<file path="config.mk">
export PLATFORM = sky130hd
export DESIGN_NAME = stream_argmax
export DESIGN_NICKNAME = d
export VERILOG_FILES = /design/src/rtl/stream_argmax.sv
export SDC_FILE = /design/constraint.sdc
export NUM_CORES = 1
export LEC_CHECK = 0
export BUFFER_PORTS_ARGS = -buffer_cell sky130_fd_sc_hd__buf_4
export CAP_MARGIN = 15
export CORE_MARGIN = 2
export CORE_UTILIZATION = 44
export DETAILED_ROUTE_END_ITERATION = 10
export GPL_ROUTABILITY_DRIVEN = 0
export PLACE_DENSITY = 0.68
export RECOVER_POWER = 25
export SLEW_MARGIN = 20
export SYNTH_ARGS = -nofsm -noshare
export SYNTH_HDL_FRONTEND = slang
export SYNTH_SLANG_ARGS = --single-unit
</file>
<file path="constraint.sdc">
create_clock -name clk -period 3.6 [get_ports clk]
set_input_delay 0.72 -clock clk [delete_from_list [all_inputs] [get_ports clk]]
set_output_delay 0.72 -clock clk [all_outputs]
set_load 0.01 [all_outputs]
</file>
<file path="src/rtl/stream_argmax.sv">
// stream_argmax: tracks the index and value of the largest signed word in each
// fixed-length frame of a word-serial neuron output stream. It emits a one-cycle
// result pulse after the last word of a frame. A frame that goes quiet for
// gapLimit consecutive cycles is aborted with a one-cycle error pulse.
module stream_argmax #(
   parameter int dataWidth = 16,
   parameter int numInput  = 10,
   parameter int idxWidth  = $clog2(numInput),
   parameter int gapLimit  = 8
) (
   input  logic                 clk,
   input  logic                 rstn,
   input  logic                 in_valid,
   input  logic [dataWidth-1:0] in_data,
   output logic                 out_valid,
   output logic [idxWidth-1:0]  out_index,
   output logic [dataWidth-1:0] out_value,
   output logic                 busy,
   output logic                 frame_err
);

   localparam int gapWidth = $clog2(gapLimit + 1);

   typedef enum logic {
      IDLE,
      ACCUM
   } state_t;

   state_t                       state, state_nx;
   logic [idxWidth-1:0]          count, count_nx;
   logic [gapWidth-1:0]          gap, gap_nx;
   logic signed [dataWidth-1:0]  max_r, max_nx;
   logic [idxWidth-1:0]          idx_r, idx_nx;
   logic                         valid_nx, err_nx;
   logic [idxWidth-1:0]          oidx_nx;
   logic [dataWidth-1:0]         oval_nx;

   // State and datapath registers, all cleared by the asynchronous reset
   always_ff @(posedge clk or negedge rstn) begin
      if (!rstn) begin
         state     <= IDLE;
         count     <= '0;
         gap       <= '0;
         max_r     <= '0;
         idx_r     <= '0;
         out_valid <= 1'b0;
         frame_err <= 1'b0;
         out_index <= '0;
         out_value <= '0;
      end else begin
         state     <= state_nx;
         count     <= count_nx;
         gap       <= gap_nx;
         max_r     <= max_nx;
         idx_r     <= idx_nx;
         out_valid <= valid_nx;
         frame_err <= err_nx;
         out_index <= oidx_nx;
         out_value <= oval_nx;
      end
   end

   // Next-state logic: running argmax, frame completion and gap timeout
   always_comb begin
      state_nx = state;
      count_nx = count;
      gap_nx   = gap;
      max_nx   = max_r;
      idx_nx   = idx_r;
      valid_nx = 1'b0;
      err_nx   = 1'b0;
      oidx_nx  = out_index;
      oval_nx  = out_value;
      busy     = 1'b0;
      case (state)
         IDLE: begin
            if (in_valid) begin
               max_nx   = $signed(in_data);
               idx_nx   = '0;
               count_nx = idxWidth'(1);
               gap_nx   = '0;
               state_nx = ACCUM;
            end
         end
         ACCUM: begin
            busy = 1'b1;
            if (in_valid) begin
               gap_nx = '0;
               // Strict greater-than: on a tie the earlier index is kept
               if ($signed(in_data) > max_r) begin
                  max_nx = $signed(in_data);
                  idx_nx = count;
               end
               if (count == idxWidth'(numInput - 1)) begin
                  // The result includes the word accepted this cycle
                  valid_nx = 1'b1;
                  oidx_nx  = idx_nx;
                  oval_nx  = max_nx;
                  count_nx = '0;
                  state_nx = IDLE;
               end else begin
                  count_nx = count + idxWidth'(1);
               end
            end else if (gap == gapWidth'(gapLimit - 1)) begin
               err_nx   = 1'b1;
               gap_nx   = '0;
               count_nx = '0;
               state_nx = IDLE;
            end else begin
               gap_nx = gap + gapWidth'(1);
            end
         end
         default: state_nx = IDLE;
      endcase
   end

endmodule

</file>
After elaboration in Yosys (flattened, before gate mapping)
Index checks and enable logic that the tools add are counted.
Operators by class
  add/sub/neg operators: 2
  $lt $le $gt $ge: 1
  equal/unequal tests: 5
  muxes and demuxes: 28
  bitwise operators: 1
  reductions and logical operators: 3
Operators with widths (number)
  2-to-1 mux 16 bit: 3
  2-to-1 mux 4 bit: 9
  case mux 16 bit (2 select lines): 1
  case mux 4 bit (2 select lines): 3
  greater-than comparator 16 bit: 1
  2-to-1 mux 1 bit: 11
  adder 4 x 1 -> 4 bit (second input constant): 2
  == test 4 x 3 -> 1 bit (second input constant): 1
  == test 4 bit (second input constant): 1
  != test 2 bit (second input constant): 2
  AND reduction 2 bit: 2
  != test 3 x 2 -> 1 bit (second input constant): 1
  AND reduction 3 bit: 1
  case mux 1 bit (2 select lines): 1
  NOT 1 bit: 1
Storage, ports and cells
  bits in registers: 51
  input port bits: 19
  output and inout bits: 23
  word-level logic and storage cells: 49

Logic depth before layout (Yosys ltp)
  depth after elaboration: 4
  mapped depth: 10
  mapped depth without buffers: 8

Worst setup path before layout
Ideal clock, no wire load.
  kind: input to register
  from: in in_data[15]
  to: reg max_r[10]
  setup time: 125 ps
  arrival time: 2892 ps
  required time: 3475 ps
  slack: 583 ps
  cell stages on the path: 7
  path buffers: 1
  cells stage by stage: ha_1 nand2_1 or4_4 or3_1 o2111ai_4 buf_6 mux2_4
Between the ends
  longest elaborated chain between the ends: 4
RTL lines
  start, declared: line 14  | input logic [dataWidth-1:0] in_data,
  greater-than comparator 16 bit: line 90  | if ($signed(in_data) > max_r) begin
  2-to-1 mux 16 bit: line 90
  2-to-1 mux 16 bit: line 87  | if (in_valid) begin
  case mux 16 bit (2 select lines): line 75  | case (state)
  end signal, assigned: line 54  | max_r <= max_nx;
  end, declared: line 32  | logic signed [dataWidth-1:0] max_r, max_nx;
No other way between the ends. The select of a mux whose other input is x is not followed.
A chain may end at the register's enable or synchronous reset.

Worst setup path in the final report
  from: in in_data[15]
  to: reg max_r[5]
Same word-level chain as after synthesis.

==> results.toml <==
[power_and_ir_drop]
switching_share_pct = 39.0
vdd_drop_max_mv = 0.358
seqPwrFrac_pct = 35.3
p_sw_mw = 1.11
combPwrFrac_pct = 50.5
power.leakage_nw = 1.63
p_int_mw = 1.73
cellPowerDensity_nw_per_um2 = 832
p_clk_share_pct = 14.2

[sta]
hold_violations = 0
finalClockSkew_ns = 0.00855
drv_slew = 0
tightest_slew_ns = 1.26
rsz0062_at_grt = "no"
post-route-period-util_pct = 83.5
finalWorstSetupSlack_ns = 0.593
slew_headroom_pct = 16.1
finalSetupViolCount = 0
fmax_mhz = 333
finalCriticalPeriod_ns = 3.01
finalSetupTns_ns = 0

[drt]
antenna_left = 0
drt_iter0_markers = 165
wl_met2_microns = 2910
drtPass1Iterations = 4
drc = 0
drt-wirelength-per-cell_microns = 15.2
met3_length_microns = 207
wl_microns = 6280
vias = 2317
drt-met1-wl_microns = 3040
top_layer = "met4"
viasPerCell = 5.60

[hold_path]
hp-start = "gap[3]"
hold_path_depth = 1
hp-class = "flop to flop"
min_to = "frame_err"

[synth]
syn_area_per_cell_sq_um = 9.76
syn_area_sq_um = 2840
seq_area_frac_synth_pct = 44.9
synth-seq-cells = 51
ys_warn_count = 0
synth_fp_nets = 329
synth_cell_types = 43
synth_cells = 291

[die]
core_area_sq_um = 6310
die-area_sq_um = 7120
dieWidth_microns = 84.4
die_h_microns = 84.4
start_util_pct = 45.0
rows = 29
io_pins = 42

[cts]
clk-insertion-delay-late_ns = 0.31
ctsLongestPathBuffers = 2
cts_setup_buffers = 0
root_buffer = "clkbuf_8"
cts_hold_buffers = 0
cts_sinks = 51
htreeDepth = 2
cts_buffers = 5
cts_resized = 0
cts_tree = "yes"
clkTransAtPathRegs_ns = 0.09

[flow_run]
drv_cap = 0

[global_route]
grt_pass1_vias = 2248
grt_pass1_wl_microns = 10800
grtUsageTotal_pct = 18.5
grt_start_max_net_pins = 52
antenna_found_initial = 0
globalRouteOverflowTotal = 0

[worst_setup_path]
rr_worst_depth = 8
crit_path_cell_trace = "buf_4 -> ha_1 -> nand2_1 -> or4_4 -> or3_1 -> o2111ai_4 -> buf_4 -> mux2_4"
crit_top_cell = "buf_4"
cp.required_ns = 3.80
worst-path-buf-inv = 2
end_kind = "flop"
r2r_setup_slack_ns = 0.70
crit_arrival_ns = 3.21
worst_path_largest_cell_delay_ns = 0.54
critical_path_class = "input pin to flop"
cp_slowest_cell = "or4_4"
cp_top_family = "simple AND/OR/NAND/NOR gates"
crit_fanout = 7
cp.depth = 8
reg2reg_from = "max_r[15]"
startpoint_type = "input pin"
rr_endpoint = "max_r[5]"

[finish]
num_antenna_cells = 0
final_common_cell = "buf_4"
stdcell_area_sq_um = 3400
area_growth_pct = 19.8
fin_cells = 414
finalNetCount = 374
drive_above_1_share_pct = 26.1
nFillCells = 594
most-common-layout-cells = "52 x buf_4, 51 x dfrtp_1, 27 x nor2_1, 26 x o21ai_0"

[status]
status = "complete, no violations"

[placed_design]
port-buffer-count = 41
dp_cells = 406
dpl_cell_area_sq_um = 3290
hpwl_microns = 4500
pre_cts_ws_ns = 0.251
logic make-up after synthesis:
logic type | count (synthesis) | share of synthesized area [%]
buffers and inverters | 40 | 5.94
adders and majority gates | 19 | 8.37
AOI/OAI and AO/OA | 76 | 17.4
xor gates and xnor gates | 1 | 0.308
DFF | 51 | 44.9
muxes | 17 | 8.01
and+or+nand+nor | 87 | 15.0
worst register-to-register path, cell delays in order (launching register included):
cell and delay (ns):
dfrtp_1 0.38, inv_1 0.05, ha_1 0.35, nand2_1 0.11, or4_4 0.54, or3_1 0.47, o2111ai_4 0.37, buf_4 0.23
mux2_4 0.30
per-layer routing:
metal / GRT usage, % / up-vias
met5: 0 / -
met4: 6.35 / 0
met3: 2.95 / 11
met2: 28.9 / 43
met1: 26.5 / 1124
li1: - / 1139
worst max path at each step:
stage | startpoint | endpoint | slack, ns
floorplan | in_data[15] | max_r[10] | 0.58
global placement | in_data[15] | max_r[6] | 0.33
detailed placement | in_data[15] | max_r[6] | 0.25
CTS | in_data[15] | max_r[4] | 0.59
global route | in_data[15] | max_r[5] | 0.49
finish | in_data[15] | max_r[5] | 0.59
registers in the layout, summed over array words and instances, names as in the netlist, 4 cells and up:
name,flops
count,4
gap,4
idx_r,4
max_r,16
out_index,4
out_value,16
cell usage after synthesis:
master     instances  share of area (%)
mux2i_1            1               0.35
o21ai_0           26                4.6
nand2b_1           1               0.22
ha_1              19                8.4
o211ai_1           3               0.79
o221ai_1           4                1.2
o31a_1             1               0.31
o31ai_1            3               0.79
dfrtp_1           51                 45
nand2_1           14                1.8
mux2_2             6                2.4
mux2_4            10                5.3
buf_6              1               0.40
buf_2              3               0.53
a22o_1             1               0.31
a211o_1            1               0.31
or2b_1             1               0.26
nand4_2            1               0.44
or2_2              1               0.22
xor2_1             1               0.31
o2111ai_4          1               0.92
nor2_1            27                3.6
and2_1             2               0.44
a311o_1            1               0.35
nand3_1           24                4.2
nand4_1            2               0.44
inv_1             24                3.2
a21oi_1           11                1.9
a31o_2             1               0.31
a2111o_1           1               0.40
clkbuf_1           9                1.2
buf_1              1               0.13
nor3_1             2               0.35
nor4_1             4               0.88
nor2b_1            3               0.66
or4_4              1               0.40
o311ai_1           1               0.31
a31oi_2            1               0.44
a211oi_1           1               0.26
or3_4              1               0.40
or3_1              3               0.66
a31oi_1           19                4.2
buf_4              2               0.53
area by class of cell:
class                   instances  area (sq um)  share of cell area (%)
clock buffers                   5          68.8                    2.02
flip-flops and latches         51          1280                    37.5
clock inverters                 3          43.8                    1.29
well taps                      77          96.3                    2.83
repair buffers                 54           415                    12.2
inverters                      24          90.1                    2.65
multi-input cells             200          1410                    41.5
power groups by stage:
stage / sequential, mW / clock [mW] / combinational (mW)
finish: 1.00 / 0.403 / 1.43
global route: 1.04 / 0.434 / 1.60
CTS: 1.00 / 0.413 / 1.44
detailed placement: 1.01 / 0 / 1.43
global placement: 1.00 / 0 / 1.40
floorplan: 1.02 / 0 / 0.904
per-stage QoR:
stage               total power, mW  util, %  hold WS, ns
floorplan                      1.92        -        0.424
global placement               2.40     52.2        0.487
detailed placement             2.45     52.2        0.498
CTS                            2.85     53.9        0.462
global route                   3.07     53.9        0.543
finish                         2.83     53.9        0.512
Power figures use the tool's default switching activity.
